==> src/rtl/traffic_pkg.sv <==
// Purpose : shared phase encoding, default phase durations and a duration lookup for the traffic sequencer.
// Latency : n/a (types and constant functions only).
// Backpressure: n/a.
package traffic_pkg;

   typedef enum logic [1:0] {
      PH_ALLRED = 2'd0,
      PH_GREEN  = 2'd1,
      PH_YELLOW = 2'd2
   } phase_e;

   localparam int unsigned DEF_GREEN_T  = 45;
   localparam int unsigned DEF_YELLOW_T = 5;
   localparam int unsigned DEF_ALLRED_T = 2;

   // Duration in ticks of a phase; the illegal encoding 3 is treated as all-red.
   function automatic int unsigned phase_dur(input phase_e      ph,
                                             input int unsigned green_t,
                                             input int unsigned yellow_t,
                                             input int unsigned allred_t);
      case (ph)
         PH_GREEN:  return green_t;
         PH_YELLOW: return yellow_t;
         default:   return allred_t;
      endcase
   endfunction

endpackage

==> src/rtl/traffic_phase_ctrl_rr_pick.sv <==
// Purpose : round-robin selector; returns the first requesting index after cur (wrapping, cur itself last).
// Latency : combinational.
// Backpressure: none; vld=0 when no request is present.
// Ports   : cur (current index), req (request mask) -> nxt (picked index), vld (any request).
module traffic_rr_pick #(
   parameter int NUM_DIR = 4,
   parameter int IDX_W   = 2
) (
   input  logic [IDX_W-1:0]   cur,
   input  logic [NUM_DIR-1:0] req,
   output logic [IDX_W-1:0]   nxt,
   output logic               vld
);

   logic [2*NUM_DIR-1:0] dbl;
   logic [NUM_DIR-1:0]   rot;

   always_comb begin
      dbl = {req, req};
      // rot[j] is the request of direction (cur+1+j) mod NUM_DIR, so j=NUM_DIR-1 is cur itself.
      rot = NUM_DIR'(dbl >> (int'(cur) + 1));
      nxt = '0;
      vld = 1'b0;
      // Scan downwards so the lowest j (nearest successor) is the last write and wins.
      for (int j = NUM_DIR - 1; j >= 0; j--) begin
         if (rot[j]) begin
            nxt = IDX_W'((int'(cur) + 1 + j) % NUM_DIR);
            vld = 1'b1;
         end
      end
   end

endmodule

==> src/rtl/traffic_phase_ctrl.sv <==
// Purpose : N-direction round-robin traffic-light sequencer with internal GREEN/YELLOW/ALLRED countdown timers.
// Latency : all outputs registered; lamps/phase/remain change on the clock edge that consumes the expiring tick.
// Backpressure: hold freezes state and timer; ticks arriving while hold is high are dropped.
// Ports   : clk1, rst (sync, active-high), tick (1 Hz strobe), hold, car_present[NUM_DIR]
//           -> lr/ly/lg[NUM_DIR] lamps, cur_dir, phase (0 ALLRED,1 GREEN,2 YELLOW), remain, disp_en.
// Option  : define DEMAND_SKIP_EN to skip directions without car_present at all-red expiry.
module traffic_phase_ctrl
   import traffic_pkg::*;
#(
   parameter int          NUM_DIR  = 2,
   parameter int          CNT_W    = 8,
   parameter int unsigned GREEN_T  = DEF_GREEN_T,
   parameter int unsigned YELLOW_T = DEF_YELLOW_T,
   parameter int unsigned ALLRED_T = DEF_ALLRED_T
) (
   input  logic                                              clk1,
   input  logic                                              rst,
   input  logic                                              tick,
   input  logic                                              hold,
   input  logic [NUM_DIR-1:0]                                car_present,
   output logic [NUM_DIR-1:0]                                lr,
   output logic [NUM_DIR-1:0]                                ly,
   output logic [NUM_DIR-1:0]                                lg,
   output logic [((NUM_DIR > 1) ? $clog2(NUM_DIR) : 1)-1:0] cur_dir,
   output logic [1:0]                                        phase,
   output logic [CNT_W-1:0]                                  remain,
   output logic                                              disp_en
);

   localparam int DIR_W = (NUM_DIR > 1) ? $clog2(NUM_DIR) : 1;

   localparam logic [1:0] S_ALLRED = PH_ALLRED;
   localparam logic [1:0] S_GREEN  = PH_GREEN;
   localparam logic [1:0] S_YELLOW = PH_YELLOW;

   // Reload values are T-1; T may equal 2^CNT_W, so T-1 always fits after truncation.
   localparam logic [CNT_W-1:0] GR_LD = CNT_W'(phase_dur(PH_GREEN,  GREEN_T, YELLOW_T, ALLRED_T) - 32'd1);
   localparam logic [CNT_W-1:0] YL_LD = CNT_W'(phase_dur(PH_YELLOW, GREEN_T, YELLOW_T, ALLRED_T) - 32'd1);
   localparam logic [CNT_W-1:0] AR_LD = CNT_W'(phase_dur(PH_ALLRED, GREEN_T, YELLOW_T, ALLRED_T) - 32'd1);

   if (NUM_DIR < 2 || NUM_DIR > 8) begin : g_bad_num_dir
      $error("traffic_phase_ctrl: NUM_DIR must be 2..8");
   end
   if (GREEN_T < 1 || GREEN_T > (32'd1 << CNT_W)) begin : g_bad_green
      $error("traffic_phase_ctrl: GREEN_T out of range");
   end
   if (YELLOW_T < 1 || YELLOW_T > (32'd1 << CNT_W)) begin : g_bad_yellow
      $error("traffic_phase_ctrl: YELLOW_T out of range");
   end
   if (ALLRED_T < 1 || ALLRED_T > (32'd1 << CNT_W)) begin : g_bad_allred
      $error("traffic_phase_ctrl: ALLRED_T out of range");
   end

   logic [1:0]         phase_q, phase_n;
   logic [DIR_W-1:0]   cur_dir_q, cur_dir_n, dir_inc;
   logic [CNT_W-1:0]   remain_q, remain_n;
   logic [NUM_DIR-1:0] lr_q, ly_q, lg_q, lr_n, ly_n, lg_n;
   logic               disp_en_q;
   logic               adv;

   assign adv = tick & ~hold;

   // Explicit wrap keeps non-power-of-two NUM_DIR from ever reaching an unused index.
   assign dir_inc = (cur_dir_q == DIR_W'(NUM_DIR - 1)) ? '0 : cur_dir_q + DIR_W'(1);

`ifdef DEMAND_SKIP_EN
   logic [DIR_W-1:0] pick_nxt;
   logic             pick_vld;

   traffic_rr_pick #(
      .NUM_DIR (NUM_DIR),
      .IDX_W   (DIR_W)
   ) u_pick (
      .cur (cur_dir_q),
      .req (car_present),
      .nxt (pick_nxt),
      .vld (pick_vld)
   );
`else
   logic car_present_unused;
   assign car_present_unused = ^{car_present, dir_inc};
`endif

   always_comb begin
      phase_n   = phase_q;
      cur_dir_n = cur_dir_q;
      remain_n  = remain_q;
      if (adv) begin
         if (remain_q != '0) begin
            remain_n = remain_q - CNT_W'(1);
         end else begin
            case (phase_q)
               S_GREEN: begin
                  phase_n  = S_YELLOW;
                  remain_n = YL_LD;
               end
               S_YELLOW: begin
                  phase_n  = S_ALLRED;
                  remain_n = AR_LD;
               end
               default: begin
`ifdef DEMAND_SKIP_EN
                  // No demand anywhere: repeat the clearance interval on the same direction.
                  if (pick_vld) begin
                     phase_n   = S_GREEN;
                     cur_dir_n = pick_nxt;
                     remain_n  = GR_LD;
                  end else begin
                     phase_n  = S_ALLRED;
                     remain_n = AR_LD;
                  end
`else
                  phase_n   = S_GREEN;
                  cur_dir_n = dir_inc;
                  remain_n  = GR_LD;
`endif
               end
            endcase
         end
      end
   end

   // Lamps are decoded from the next state so they move in the same edge as phase/cur_dir.
   always_comb begin
      lg_n = '0;
      ly_n = '0;
      for (int i = 0; i < NUM_DIR; i++) begin
         if (cur_dir_n == DIR_W'(i)) begin
            lg_n[i] = (phase_n == S_GREEN);
            ly_n[i] = (phase_n == S_YELLOW);
         end
      end
      lr_n = ~(lg_n | ly_n);
   end

   always_ff @(posedge clk1) begin
      if (rst) begin
         phase_q   <= S_ALLRED;
         cur_dir_q <= DIR_W'(NUM_DIR - 1);
         remain_q  <= AR_LD;
         lr_q      <= '1;
         ly_q      <= '0;
         lg_q      <= '0;
         disp_en_q <= 1'b0;
      end else begin
         phase_q   <= phase_n;
         cur_dir_q <= cur_dir_n;
         remain_q  <= remain_n;
         lr_q      <= lr_n;
         ly_q      <= ly_n;
         lg_q      <= lg_n;
         disp_en_q <= 1'b1;
      end
   end

   assign phase   = phase_q;
   assign cur_dir = cur_dir_q;
   assign remain  = remain_q;
   assign lr      = lr_q;
   assign ly      = ly_q;
   assign lg      = lg_q;
   assign disp_en = disp_en_q;

endmodule
==> config.mk <==
export PLATFORM = sky130hd
export DESIGN_NAME = traffic_phase_ctrl
export DESIGN_NICKNAME = d
export VERILOG_FILES = /design/src/rtl/traffic_pkg.sv /design/src/rtl/traffic_phase_ctrl_rr_pick.sv /design/src/rtl/traffic_phase_ctrl.sv
export SDC_FILE = /design/constraint.sdc
export NUM_CORES = 1
export LEC_CHECK = 0
export ABC_AREA = 1
export CAP_MARGIN = 15
export CELL_PAD_IN_SITES_DETAIL_PLACEMENT = 1
export CELL_PAD_IN_SITES_GLOBAL_PLACEMENT = 2
export CORE_ASPECT_RATIO = 0.8
export CORE_MARGIN = 4
export CORE_UTILIZATION = 24
export DETAILED_ROUTE_END_ITERATION = 10
export GPL_ROUTABILITY_DRIVEN = 1
export PLACE_DENSITY = 0.83
export SLEW_MARGIN = 0
export SYNTH_ARGS = -nofsm -noshare
export SYNTH_HDL_FRONTEND = slang
export SYNTH_SLANG_ARGS = --single-unit
==> constraint.sdc <==
create_clock -name clk1 -period 1.4 [get_ports clk1]
set_clock_uncertainty 0.15 [all_clocks]
set_input_delay 0.28 -clock clk1 [delete_from_list [all_inputs] [get_ports clk1]]
set_output_delay 0.28 -clock clk1 [all_outputs]
set_load 0.005 [all_outputs]
After elaboration in Yosys (flattened, before gate mapping)
Index checks and enable logic that the tools add are counted.
W data, S select, Z words.
{"block": "word_totals", "inputBits": 6, "reg_bits": 18, "elab_cells": 33, "out_inout_bits": 18}
{"block": "classes", "n_bitwise": 4, "reduce_logical": 2, "muxes": 14, "add_sub_neg": 2, "eq_ne": 4}
{"cell": "$pmux W6 S2", "n": 1}
{"cell": "$mux W1", "n": 9}
{"cell": "$mux W8", "n": 1}
{"cell": "$reduce_bool A8 Y1", "n": 1}
{"cell": "$sub A8 B1 Y8 const B", "n": 1}
{"cell": "$eq A2 B1 Y1 const B", "n": 2}
{"cell": "$eq A2 B2 Y1 const B", "n": 2}
{"cell": "$mux W2", "n": 2}
{"cell": "$pmux W2 S2", "n": 1}
{"cell": "$not A2 Y2", "n": 1}
{"cell": "$or A2 B2 Y2", "n": 1}
{"cell": "$reduce_or A2 Y1", "n": 1}
{"cell": "$add A1 B1 Y1 const B", "n": 1}
{"cell": "$and A1 B1 Y1", "n": 1}
{"cell": "$not A1 Y1", "n": 1}

Logic depth before layout (Yosys ltp)
{"block": "logic_depth", "word_depth": 8, "mapped_depth": 11, "mapped_depth_nobuf": 11}

Worst setup path after synthesis
No wires, ideal clock.
{"block": "synth_timing", "path_kind": "reg2reg", "start": "register remain_q[0], in the netlist remain[0]", "end": "register lr_q[1], in the netlist lr[1]", "arrival_time_ns": 1.306, "setup_slack_ns": -0.169, "required_time_ns": 1.137, "period_less_slack_ns": 1.569, "n_path_buf": 0, "setup_ns": 0.113, "stages_incl_launch_ff": 12, "cell_sequence": "dfxtp_1 inv_1 ha_1 inv_1 nor2_1 nand3_4 nand2_1 nand2_2 inv_2 nand2_4 nor2_2 nor2_1"}
{"block": "synth_between", "elab_chain_cells": 7, "elab_cells_between_ends": 11, "classes_between": "eq/ne (2); mux (6); bitwise (2); reduce/logical (1)"}
{"element": "start: declaration", "line_no": "traffic_phase_ctrl.sv:56", "rtl": "logic [CNT_W-1:0] remain_q, remain_n;"}
{"element": "start signal: assignment", "line_no": "traffic_phase_ctrl.sv:148", "rtl": "remain_q <= remain_n;"}
{"element": "$reduce_bool A8 Y1 *", "line_no": "traffic_phase_ctrl.sv:89", "rtl": "if (remain_q != '0) begin"}
{"element": "$mux W2", "line_no": "traffic_phase_ctrl.sv:89"}
{"element": "$mux W2", "line_no": "traffic_phase_ctrl.sv:88", "rtl": "if (adv) begin"}
{"element": "$eq A2 B1 Y1 or $eq A2 B2 Y1 (tied branches)", "line_no": "traffic_phase_ctrl.sv:129, traffic_phase_ctrl.sv:130"}
{"element": "$mux W1", "line_no": "traffic_phase_ctrl.sv:128", "rtl": "if (cur_dir_n == DIR_W'(i)) begin"}
{"element": "$or A2 B2 Y2 *", "line_no": "traffic_phase_ctrl.sv:133", "rtl": "lr_n = ~(lg_n | ly_n);"}
{"element": "$not A2 Y2 *", "line_no": "traffic_phase_ctrl.sv:133"}
{"element": "end signal: assignment", "line_no": "traffic_phase_ctrl.sv:149", "rtl": "lr_q <= lr_n;"}
{"element": "end: declaration", "line_no": "traffic_phase_ctrl.sv:57", "rtl": "logic [NUM_DIR-1:0] lr_q, ly_q, lg_q, lr_n, ly_n, lg_n;"}
Mark *: on every way between the ends. The rest lies on a longest branch, timed or not.
A chain may end at the register's enable or synchronous reset.

Worst setup path in the final report
{"block": "layout_timing", "start": "register remain_q[1], in the netlist remain[1]", "end": "register lr_q[1], in the netlist lr[1]"}
The elaborated chain is that of the path after synthesis.

==> results.py <==
metrics = {
    "routing": {
        "first_pass_iters": 2,
        "totalWireLength_um": 3310,
        "num_vias": 952,
        "viasPerCell": 4.53,
        "drc": 0,
        "first_iter_violations": 36,
        "ant_nets": 0,
        "avgRoutedWirePerCell_um": 15.8,
    },
    "finish": {
        "fin_area_um2": 1630,
        "final_cells": 210,
        "utilization": 0.458,
        "nets": 180,
        "syn2layout_area_growth_pct": 75.8,
        "drive_gt1_frac": 0.524,
        "antenna_cells": 0,
    },
    "place": {
        "port-buffer-count": 21,
        "dp_hpwl_um": 2320,
        "dpl-instance-area_um2": 1410,
        "dp_cells": 199,
        "gp_congestion": 0.753,
    },
    "die": {
        "io_pins": 24,
        "rows": 19,
        "start_util": 0.261,
        "die_area_um2": 4940,
        "die_h_um": 63.7,
        "die_w_um": 77.6,
        "core_um2": 3570,
    },
    "logic_synthesis": {
        "avgSynthCellArea_um2": 8.30,
        "synth_seq_cells": 18,
        "synthSimpleGateAreaFrac": 0.394,
        "muxShareOfSynthArea": 0,
        "synthCells": 112,
        "synth_top_family_by_area": "simple AND/OR/NAND/NOR gates",
        "seq_area_frac_synth": 0.388,
        "synth.cell_area_um2": 930,
        "synth_compound_area_frac": 0.0377,
        "synthXorXnorAreaFrac": 0.0283,
        "synthDistinctLibCells": 23,
        "synth-main-ff-cell": "dfxtp_1",
        "synth_edf_count": 0,
        "yosys.area_share.adder": 0.0673,
        "async_flop_share": 0,
        "synth_nets": 123,
        "yosys_warnings": 0,
    },
    "power": {
        "p_per_area_nw_per_um2": 815,
        "switchingPower_mw": 0.393,
        "power.share.clock": 0.331,
        "p_int_mw": 0.938,
        "p_total_mw": 1.33,
        "leakagePower_nw": 0.730,
        "combinationalPowerShare": 0.256,
        "ir_worst_vdd_v": 0.000536,
        "power_switching_share": 0.295,
        "seq_power_share": 0.413,
    },
    "grt": {
        "grt_usage": 0.133,
        "grt_pass1_wl_um": 5080,
        "antenna_found_initial": 0,
        "grt_pass1_vias": 1041,
        "grt_max_degree": 11,
        "grt-ovfl-total": 0,
    },
    "sta": {
        "fin_crit_sh": 1.11,
        "rsz0062_at_grt": "true",
        "finalMaxSlewViolations": 0,
        "slew-limit-headroom": 0.741,
        "setup_violations": 15,
        "period_needed_ps": 1550,
        "tightest_slew_ps": 388,
        "fmax_ghz": 0.645,
        "setup_ws_ps": -151,
        "final_hold_viol_count": 0,
    },
    "cts": {
        "cts_buffer_depth": 2,
        "cts_htree_levels": 1,
        "cts_num_sinks": 18,
        "clk-insertion-delay-late_ps": 260,
        "clk_pin_slew_ps": 70,
        "cts_tree": "yes",
        "cts_root_buffer": "clkbuf_8",
        "cts_buffers": 3,
    },
    "setup_path": {
        "crit_path_start": "remain[1]",
        "critPathMaxStageDelay_ps": 340,
        "path_class": "register to register",
        "cp_slowest_cell": "dfxtp_2",
        "cp-start-kind": "register",
        "endpoint_kind": "register",
        "r2r_start": "remain[1]",
        "cp_cell_sequence": "inv_2 > ha_4 > nand2_4 > nor2_8 > nand3_4 > nand2_4 > nand3_4 > nor2_4 > nor2_1",
        "required_ps": 1410,
        "cp.arrival_ps": 1560,
        "crit_fanout": 7,
    },
    "run": {
        "cap_violations": 0,
    },
    "status": {
        "status": "complete, but fails checks",
        "violations": "setup timing",
    },
    "hold_path": {
        "hp-start": "remain[5]",
        "hold_class": "register to register",
    },
}
## cell usage in the layout (no fill, tap or decap), types with 7 or more instances in the layout
master,netlist,final
buf_4,0,30
dlygate4sd2_1,0,15
inv_1,15,12
nand2_1,18,12
nand2_4,2,8
nor2_1,12,8
nand3_1,9,8
dfxtp_1,18,8
dfxtp_2,0,8
nor2_4,1,7
## path summary, 6_finish.rpt
path / end / slack [ps] / cells past startpoint
max: lr[1] / -150 / 9
min reg2reg: remain[5] / 440 / 4
min: remain[5] / 440 / 4
max reg2reg: lr[1] / -150 / 9
## cell usage after synthesis, types with 2 or more instances
cell     instances  area [µm²]
nand3_1          9        45.0
nand2_4          2        22.5
nand3_4          3        52.6
xor2_1           3        26.3
nand2_1         18        67.6
nand2_2          4        25.0
ha_1             5        62.6
nand4_1          3        18.8
inv_2            3        11.3
inv_1           15        56.3
o21ai_0          2        10.0
nor2_1          12        45.0
nor2_2           5        31.3
a21oi_1          2        10.0
dfxtp_1         18         360
## logic make-up (layout without fill, tap and decap cells)
group | Yosys count | count (layout)
and+or+nand+nor | 61 | 61
buffers and inverters | 19 | 75
DFF | 18 | 18
AOI/OAI and AO/OA | 6 | 6
adders and majority gates | 5 | 5
xor gates and xnor gates | 3 | 3
## metrics by stage
stage | hold WS, ps | setup TNS (ps) | worst slack, ps
global route | 490 | -2050 | -234
floorplan | 192 | -41.3 | -21.5
global placement | 390 | -4550 | -369
CTS | 452 | -788 | -137
detailed placement | 400 | -5300 | -426
finish | 443 | -957 | -151
## flip-flops by register name (all words and copies together), names as in the netlist
name,cells
remain,8
lg,2
lr,2
ly,2
phase,2
cur_dir,1
disp_en,1
## power groups by stage
stage               Sequential, mW  Combinational, mW  Clock, mW
floorplan                    0.563              0.150          0
global placement             0.560              0.278          0
detailed placement           0.561              0.287          0
CTS                          0.547              0.294      0.457
global route                 0.552              0.371      0.472
finish                       0.550              0.341      0.441
## cell type report
| cell class | instances | area, µm² |
|---|---|---|
| Sequential cell | 18 | 378 |
| Tap cell | 42 | 52.6 |
| Clock buffer | 4 | 55.1 |
| Timing Repair inverter | 1 | 7.51 |
| Multi-Input combinational cell | 75 | 641 |
| Inverter | 18 | 72.6 |
| Fill cell | 408 | 1930 |
| Timing Repair Buffer | 52 | 428 |
## repair_timing
| item | 4_1_cts | 5_1_grt |
|---|---|---|
| hold buffers | 0 | 0 |
| setup buffers | 4 | 3 |
| pin swaps | 2 | 9 |
| resized for setup | 36 | 26 |
| gates cloned | 1 | 0 |
| setup endpoints to repair | 33 | 17 |
## layer usage
layer | global-route usage | share of wire | up-vias
met1 | 0.157 | 0.43 | 470
met2 | 0.237 | 0.54 | 11
met3 | 0.0356 | 0.026 | 4
met4 | 0.0333 | 0.011 | 0
li1 | - | - | 467
met5 | 0 | 0 | -
## critical path, delay by kind of cell, from the launching register on
family	cells	cell delay, ps
buffers and inverters	1	80
adder cells (fa/ha/maj)	1	150
flip-flops	1	340
AND/OR/NAND/NOR	7	730
Power figures use the tool's default switching activity.
